### src/rtl/sram_puf_eval_if.sv
// Read-port, start/status and result bundle between the PUF evaluation stage
// and its surroundings (capture RAM, golden ROM, debug/reporting logic).
interface sram_puf_eval_if #(
  parameter int ADDR_W = 6
);
  logic              start;
  logic [ADDR_W-1:0] rd_addr;
  logic [7:0]        puf_rdata;
  logic [7:0]        gold_rdata;
  logic              busy;
  logic              done;
  logic [9:0]        hw;
  logic [9:0]        hd;
  logic              match;

  modport master (
    output start, puf_rdata, gold_rdata,
    input  rd_addr, busy, done, hw, hd, match
  );

  modport slave (
    input  start, puf_rdata, gold_rdata,
    output rd_addr, busy, done, hw, hd, match
  );
endinterface

### src/rtl/sram_puf_eval.sv
// SRAM PUF frame evaluation: streams the captured frame and the golden
// fingerprint, reporting Hamming weight, Hamming distance and a match flag.
//
// state   | meaning
// --------+---------------------------------------------------------------
// S_IDLE  | waiting for start; results hold the last evaluation
// S_READ  | issuing addresses 0..NBYTES-1, accumulating returned bytes
// S_DRAIN | address held at NBYTES-1 until the read pipeline is empty
// S_DONE  | results valid, done pulses for this single cycle
module sram_puf_eval #(
  parameter int NBYTES       = 64,
  parameter int ADDR_W       = 6,
  parameter int HD_THRESHOLD = 51
) (
  input logic            uprocessor_clk,
  input logic            rst,
  sram_puf_eval_if.slave bus
);

  typedef enum logic [1:0] {
    S_IDLE,
    S_READ,
    S_DRAIN,
    S_DONE
  } state_t;

  state_t            state;
  state_t            state_nxt;
  logic [ADDR_W-1:0] rd_addr;
  logic              rd_valid;
  logic [9:0]        acc_hw;
  logic [9:0]        acc_hd;
  logic [9:0]        hw_q;
  logic [9:0]        hd_q;
  logic              match_q;
  logic              last_addr;

  function automatic logic [3:0] popcount8(input logic [7:0] v);
    logic [3:0] cnt;
    cnt = 4'd0;
    for (int i = 0; i < 8; i++) begin
      cnt = cnt + {3'b000, v[i]};
    end
    return cnt;
  endfunction

  assign last_addr = (rd_addr == ADDR_W'(NBYTES - 1));

  always_ff @(posedge uprocessor_clk or posedge rst) begin
    if (rst) begin
      state <= S_IDLE;
    end else begin
      state <= state_nxt;
    end
  end

  always_comb begin
    state_nxt = state;
    case (state)
      S_IDLE:  if (bus.start) state_nxt = S_READ;
      S_READ:  if (last_addr) state_nxt = S_DRAIN;
      // Leave only once the byte for the final address has been accumulated.
      S_DRAIN: if (!rd_valid) state_nxt = S_DONE;
      S_DONE:  state_nxt = S_IDLE;
      default: state_nxt = S_IDLE;
    endcase
  end

  always_ff @(posedge uprocessor_clk or posedge rst) begin
    if (rst) begin
      rd_addr  <= '0;
      rd_valid <= 1'b0;
      acc_hw   <= '0;
      acc_hd   <= '0;
      hw_q     <= '0;
      hd_q     <= '0;
      match_q  <= 1'b0;
    end else begin
      rd_valid <= (state == S_READ);
      case (state)
        S_IDLE: begin
          if (bus.start) begin
            rd_addr <= '0;
            acc_hw  <= '0;
            acc_hd  <= '0;
          end
        end
        S_READ: begin
          if (!last_addr) rd_addr <= rd_addr + ADDR_W'(1);
        end
        S_DRAIN: begin
          if (!rd_valid) begin
            hw_q    <= acc_hw;
            hd_q    <= acc_hd;
            match_q <= (acc_hd <= 10'(HD_THRESHOLD));
          end
        end
        default: ;
      endcase
      // rd_valid is only ever set in the cycles following READ, never in IDLE.
      if (rd_valid) begin
        acc_hw <= acc_hw + {6'd0, popcount8(bus.puf_rdata)};
        acc_hd <= acc_hd + {6'd0, popcount8(bus.puf_rdata ^ bus.gold_rdata)};
      end
    end
  end

  assign bus.rd_addr = rd_addr;
  assign bus.busy    = (state != S_IDLE);
  assign bus.done    = (state == S_DONE);
  assign bus.hw      = hw_q;
  assign bus.hd      = hd_q;
  assign bus.match   = match_q;

endmodule
### src/flat_wrapper.sv
// flat-port wrapper written by rule: the top's interface ports become plain ports
module sram_puf_eval_flat 
#(
  parameter int NBYTES       = 64,
  parameter int ADDR_W       = 6,
  parameter int HD_THRESHOLD = 51
)
  (uprocessor_clk, rst, bus_start, bus_puf_rdata, bus_gold_rdata, bus_rd_addr, bus_busy, bus_done, bus_hw, bus_hd, bus_match);
  sram_puf_eval_if #(.ADDR_W(ADDR_W)) bus_i ();
  input logic uprocessor_clk;
  input logic rst;
  input wire logic [$bits(bus_i.start)-1:0] bus_start;
  input wire logic [$bits(bus_i.puf_rdata)-1:0] bus_puf_rdata;
  input wire logic [$bits(bus_i.gold_rdata)-1:0] bus_gold_rdata;
  output wire logic [$bits(bus_i.rd_addr)-1:0] bus_rd_addr;
  output wire logic [$bits(bus_i.busy)-1:0] bus_busy;
  output wire logic [$bits(bus_i.done)-1:0] bus_done;
  output wire logic [$bits(bus_i.hw)-1:0] bus_hw;
  output wire logic [$bits(bus_i.hd)-1:0] bus_hd;
  output wire logic [$bits(bus_i.match)-1:0] bus_match;
  assign bus_i.start = bus_start;
  assign bus_i.puf_rdata = bus_puf_rdata;
  assign bus_i.gold_rdata = bus_gold_rdata;
  assign bus_rd_addr = bus_i.rd_addr;
  assign bus_busy = bus_i.busy;
  assign bus_done = bus_i.done;
  assign bus_hw = bus_i.hw;
  assign bus_hd = bus_i.hd;
  assign bus_match = bus_i.match;
  sram_puf_eval #(.NBYTES(NBYTES), .ADDR_W(ADDR_W), .HD_THRESHOLD(HD_THRESHOLD)) u_core (.uprocessor_clk(uprocessor_clk), .rst(rst), .bus(bus_i));
endmodule
### config.mk
export PLATFORM = sky130hd
export DESIGN_NAME = sram_puf_eval_flat
export DESIGN_NICKNAME = d
export VERILOG_FILES = /design/src/rtl/sram_puf_eval_if.sv /design/src/rtl/sram_puf_eval.sv /design/src/flat_wrapper.sv
export SDC_FILE = /design/constraint.sdc
export NUM_CORES = 1
export LEC_CHECK = 0
export BUFFER_PORTS_ARGS = -buffer_cell sky130_fd_sc_hd__buf_4
export CORE_ASPECT_RATIO = 0.8
export CORE_MARGIN = 4
export CORE_UTILIZATION = 35
export DETAILED_ROUTE_END_ITERATION = 10
export GPL_TIMING_DRIVEN = 1
export PLACE_DENSITY_LB_ADDON = 0.05
export SETUP_SLACK_MARGIN = 0.4
export SLEW_MARGIN = 40
export SYNTH_ARGS = -nofsm -noshare
export SYNTH_HDL_FRONTEND = slang
export SYNTH_SLANG_ARGS = --single-unit
### constraint.sdc
create_clock -name uprocessor_clk -period 2.6 [get_ports uprocessor_clk]
set_input_delay 0 -clock uprocessor_clk [delete_from_list [all_inputs] [get_ports uprocessor_clk]]
set_output_delay 0 -clock uprocessor_clk [all_outputs]
set_load 0.02 [all_outputs]
# Yosys cells after proc, flatten, opt, wreduce, memory -nomap -nowiden
# Cells that the tools add are included.
# word_totals
reg_bits	50
wordCells	56
# classes
n_addsub	17
magnitude_cmp	1
n_bitwise	2
mux	11
eq_ne	8
n_reduce_logical	9
# ops
operator	count
$add 4x1->4	12
$mux 10	4
$add 10x4->10	2
$mux 6	2
$pmux 6 s2	1
$le 10x6->1 const B	1
$pmux 2 s4	1
$reduce_bool 2->1	4
$xor 8x8->8	1
$add 6x1->6 const B	1
$eq 6x6->1 const B	1
$mux 2	3
$ne 2x2->1 const B	3
$reduce_and 3->1	2
$add 1x1->2	2
$eq 2x2->1 const B	2
$reduce_and 2->1	2
$eq 2x1->1 const B	1
$logic_not 2->1	1
$ne 2x1->1 const B	1
$not 1->1	1

# Depth between registers and ports, before layout
# logic_depth
word_depth	10
mapped_depth	14
mapped_depth_nobuf	14

# Least setup slack after synthesis
# OpenSTA, ideal clock, no wires.
# synth_path
path_kind	input to register
start	input port bus_gold_rdata[0]
end	register u_core.acc_hd[8]
arrival_ns	3.624
slack_ns	-1.134
cell_stages	13
required_time_ns	2.490
n_path_buf	0
cell_sequence	xor2_1 -> ha_1 -> fa_1 -> inv_1 -> fa_1 -> fa_1 -> fa_1 -> inv_1 -> fa_1 -> a211o_1 -> o211ai_1 -> o311ai_0 -> o41ai_1
# synth_between
elab_chain_len	10
# synth_lines
item	line	source
start: declaration	flat_wrapper.sv:14	input wire logic [$bits(bus_i.gold_rdata)-1:0] bus_gold_rdata;
$xor 8x8->8	sram_puf_eval.sv:103	acc_hd <= acc_hd + {6'd0, popcount8(bus.puf_rdata ^ bus.gold_rdata)};
$add 1x1->2	sram_puf_eval.sv:42	cnt = cnt + {3'b000, v[i]};
$add 4x1->4 (6 in a row)	sram_puf_eval.sv:42	
$add 10x4->10	sram_puf_eval.sv:103	
$mux 10	sram_puf_eval.sv:101	if (rd_valid) begin
end signal: assignment	sram_puf_eval.sv:103	
end: declaration	sram_puf_eval.sv:32	logic [9:0] acc_hd;
# Every way passes these cells.
# A chain may end at the register's enable or synchronous reset.

# Final worst setup path
# layout_path
start	input port bus_gold_rdata[1]
end	register u_core.acc_hd[6]
# Same word-level chain as after synthesis.

==> impl_metrics.py <==
metrics = {
    "setup_path": {
        "path_cells": "buf_6 -> xor2_1 -> ha_1 -> fa_1 -> inv_1 -> fa_1 -> fa_2 -> fa_1 -> inv_2 -> fa_2 -> a211o_1 -> o211ai_1 -> o211ai_1 -> o31ai_1",
        "slowest_delay_ns": 0.54,
        "critPathKind": "input pin to flop",
        "r2r-start": "u_core.bus.rd_addr[0]",
        "rrSetupSlack_ns": 0.72,
        "critPathMaxFanout": 6,
        "setup.worst_path.end_class": "flop",
        "cp-start-kind": "input pin",
        "r2r-end": "u_core.state[1]",
        "cp.required_ns": 2.82,
        "critical-path-slowest-cell": "fa_1",
        "crit_top_cell": "fa_1",
        "setup.worst_path.end": "u_core.acc_hd[6]",
        "crit_start": "bus_gold_rdata[1]",
        "cp.arrival_ns": 3.53,
        "reg2regPathDepth": 5,
    },
    "detailed_routing": {
        "drc": 0,
        "vias": 2190,
        "wire_per_inst_um": 14.1,
        "ant_nets": 0,
        "drt-initial-drc-count": 49,
        "drt-pass1-iter-count": 4,
        "routed_via_density": 4.87,
        "drt-total-wl_um": 6340,
    },
    "place": {
        "placed_cells": 434,
        "place_congestion": 0.800,
        "portBuffers": 47,
        "hpwl_um": 4670,
        "placed_area_um2": 3570,
    },
    "logic_synthesis": {
        "synth_common_cells": "dfrtp_1 (50), inv_1 (28), nand2_1 (26)",
        "ys_warn_count": 0,
        "synthMostInstantiatedCell": "dfrtp_1",
        "avgSynthCellArea_um2": 10.9,
        "async_flop_share_pct": 100,
        "syn_nets": 315,
        "synth_area_um2": 2910,
        "yosys.cell_types.count": 43,
        "synth_xor_area_share_pct": 3.91,
        "ys_seq_elements": 50,
        "synth_top_family_by_area": "adder cells",
        "ys.flop_type": "dfrtp_1",
        "ys_seq_area_share_pct": 42.9,
        "synth-compound-area-share_pct": 13.7,
        "synth_top_cell_area_share_pct": 42.9,
        "synth_edf_count": 0,
        "synth_cells": 267,
        "synthSimpleGateAreaFrac_pct": 8.76,
        "synth_area_leaders": "dfrtp_1 (43%), ha_1 (8.2%), mux2_2 (7.3%)",
        "synthAdderAreaFrac_pct": 15.0,
        "synthMuxAreaShare_pct": 10.5,
        "netlist.top_cell.by_area": "dfrtp_1",
    },
    "clock_network": {
        "clk_path_buf_depth": 2,
        "tritoncts": "yes",
        "clock_sinks": 50,
        "root_buffer": "clkbuf_8",
        "cts_max_level": 2,
        "path_clk_slew_ns": 0.09,
        "numCtsBuffers": 5,
        "worst_skew_pair.late_latency_ns": 0.31,
    },
    "sta": {
        "min_period_ns": 3.31,
        "report.final.slew_viol_count": 0,
        "setup_tns_ns": -9.01,
        "worst_pin_slew_ns": 0.629,
        "rsz0062_at_grt": "true",
        "fin_hold_ws_ns": 0.0208,
        "setup_viol": 18,
        "final_hold_viol_count": 0,
        "skew_ns": 0.00940,
        "fmax_ghz": 0.302,
        "slew_headroom_pct": 58.0,
        "finalWorstSetupSlack_ns": -0.711,
        "fin_crit_sh_pct": 127,
    },
    "layout": {
        "drive_gt1_share_pct": 37.7,
        "stdcell_area_um2": 3890,
        "antennaDiodeCount": 0,
        "final_util_pct": 48.5,
        "area_growth_pct": 33.4,
        "nets": 389,
        "stdcell_count": 450,
    },
    "floorplanning": {
        "die_area_um2": 9860,
        "io_pins": 48,
        "fp.dieH_um": 89.6,
        "core_area_um2": 8020,
        "initial_core_util_pct": 36.3,
        "fp-row-count": 29,
        "die_w_um": 110,
    },
    "global_routing": {
        "grt_max_degree": 30,
        "track_usage_pct": 13.5,
        "grt-busiest-layer": "met2",
        "grtUsageMet3_pct": 2.86,
        "grt_pass1_vias": 2172,
        "antenna_found_initial": 0,
        "gr-total-overflow": 0,
        "grt_pass1_wl_um": 10500,
        "met2_usage_pct": 21.6,
        "grt_util_met1_pct": 18.9,
    },
    "power_and_ir_drop": {
        "leakage_uw": 0.00194,
        "power_density_nw_per_um2": 935,
        "ir_drop_uv": 453,
    },
    "flow_run": {
        "max_cap_viol_count": 0,
    },
    "worst_hold_path": {
        "holdCritPathClass": "input pin to flop",
        "min_from": "bus_start",
    },
    "outcome": {
        "violations": "setup timing",
        "outcome": "finished with violations",
    },
}
==> repair_timing <==
| action | in CTS | in global routing |
|---|---|---|
| resized for setup | 25 | 8 |
| setup endpoints to repair | 20 | 20 |
| pin swaps | 19 | 9 |
| buffers inserted | 4 | 3 |
| endpoints found under the hold margin | 27 | 0 |
| hold buffers | 1 | 0 |
==> cell usage in the layout (no fill, tap or decap), types with 4 or more instances in the layout <==
cell | netlist | final
inv_1 | 28 | 22
o211ai_1 | 4 | 4
inv_2 | 0 | 6
ha_1 | 19 | 15
nor2_1 | 10 | 10
fa_1 | 10 | 5
o21ai_1 | 0 | 7
nand4_1 | 5 | 5
mux2i_1 | 8 | 8
nand3_1 | 5 | 5
xor2_1 | 6 | 6
mux2_2 | 19 | 19
dfrtp_1 | 50 | 50
ha_4 | 0 | 4
buf_6 | 1 | 10
nand2_1 | 26 | 25
xnor2_1 | 7 | 5
buf_4 | 2 | 63
fa_2 | 0 | 5
clkbuf_8 | 0 | 5
o21ai_0 | 16 | 6
==> cell type report <==
class / instances / area [um2]
multi-input combinational: 181 / 1680
clock inverter: 2 / 37.5
fill: 763 / 4130
inverter: 28 / 105
timing repair buffer: 75 / 611
tap: 108 / 135
sequential: 50 / 1250
clock buffer: 6 / 72.6
==> logic make-up after synthesis <==
| kind of cell | after synthesis |
|---|---|
| buffers and inverters | 36 |
| flip-flops | 50 |
| adder cells (fa/ha/maj) | 29 |
| AO/OA/AOI/OAI | 55 |
| multiplexers | 28 |
| XOR/XNOR | 13 |
| AND/OR/NAND/NOR | 56 |
==> critical path: cells and delay by family <==
| kind | cells | cell delay, ns |
|---|---|---|
| AO/OA/AOI/OAI | 4 | 0.69 |
| buffers and inverters | 3 | 0.19 |
| adder cells (fa/ha/maj) | 6 | 2.49 |
| XOR/XNOR | 1 | 0.15 |
==> through the flow <==
step                setup slack [ns]  total power, uW
finish                        -0.711             3640
floorplan                     -0.854             2140
detailed placement             -1.09             2640
CTS                           -0.713             3490
global route                  -0.875             3940
global placement               -1.08             2620
==> registers in the layout, summed over array words and instances, names as in the netlist <==
| signal | flops |
|---|---|
| u_core.acc_hd | 10 |
| u_core.acc_hw | 10 |
| u_core.bus.hd | 10 |
| u_core.bus.hw | 10 |
| u_core.bus.rd_addr | 6 |
| u_core.state | 2 |
| u_core.bus.match | 1 |
| u_core.rd_valid | 1 |
==> power breakdown <==
| group | total (uW) | leakage (uW) | switching [uW] | internal, uW |
|---|---|---|---|---|
| logic | 1960 | 0.00127 | 866 | 1100 |
| clock network | 552 | 0.0000514 | 264 | 287 |
| registers | 1120 | 0.000625 | 182 | 940 |
| total | 3640 | 0.00194 | 1310 | 2320 |
==> layer usage <==
layer  wire, um  vias up  share of wire, %
met2       3000       37                47
met3        215        5               3.4
li1           -     1082                 -
met1       3070     1066                48
met5          0        -                 0
met4         48        0              0.76
==> how the worst min path moves through the flow <==
stage                                        to  cells after the start
after floorplan           u_core.bus.rd_addr[1]                      2
after global placement         u_core.bus.hd[7]                      2
after detailed placement       u_core.bus.hw[8]                      2
after CTS                 u_core.bus.rd_addr[1]                      3
after global routing      u_core.bus.rd_addr[1]                      3
final                     u_core.bus.rd_addr[1]                      3
No activity file was read; power rests on OpenSTA's default activity.
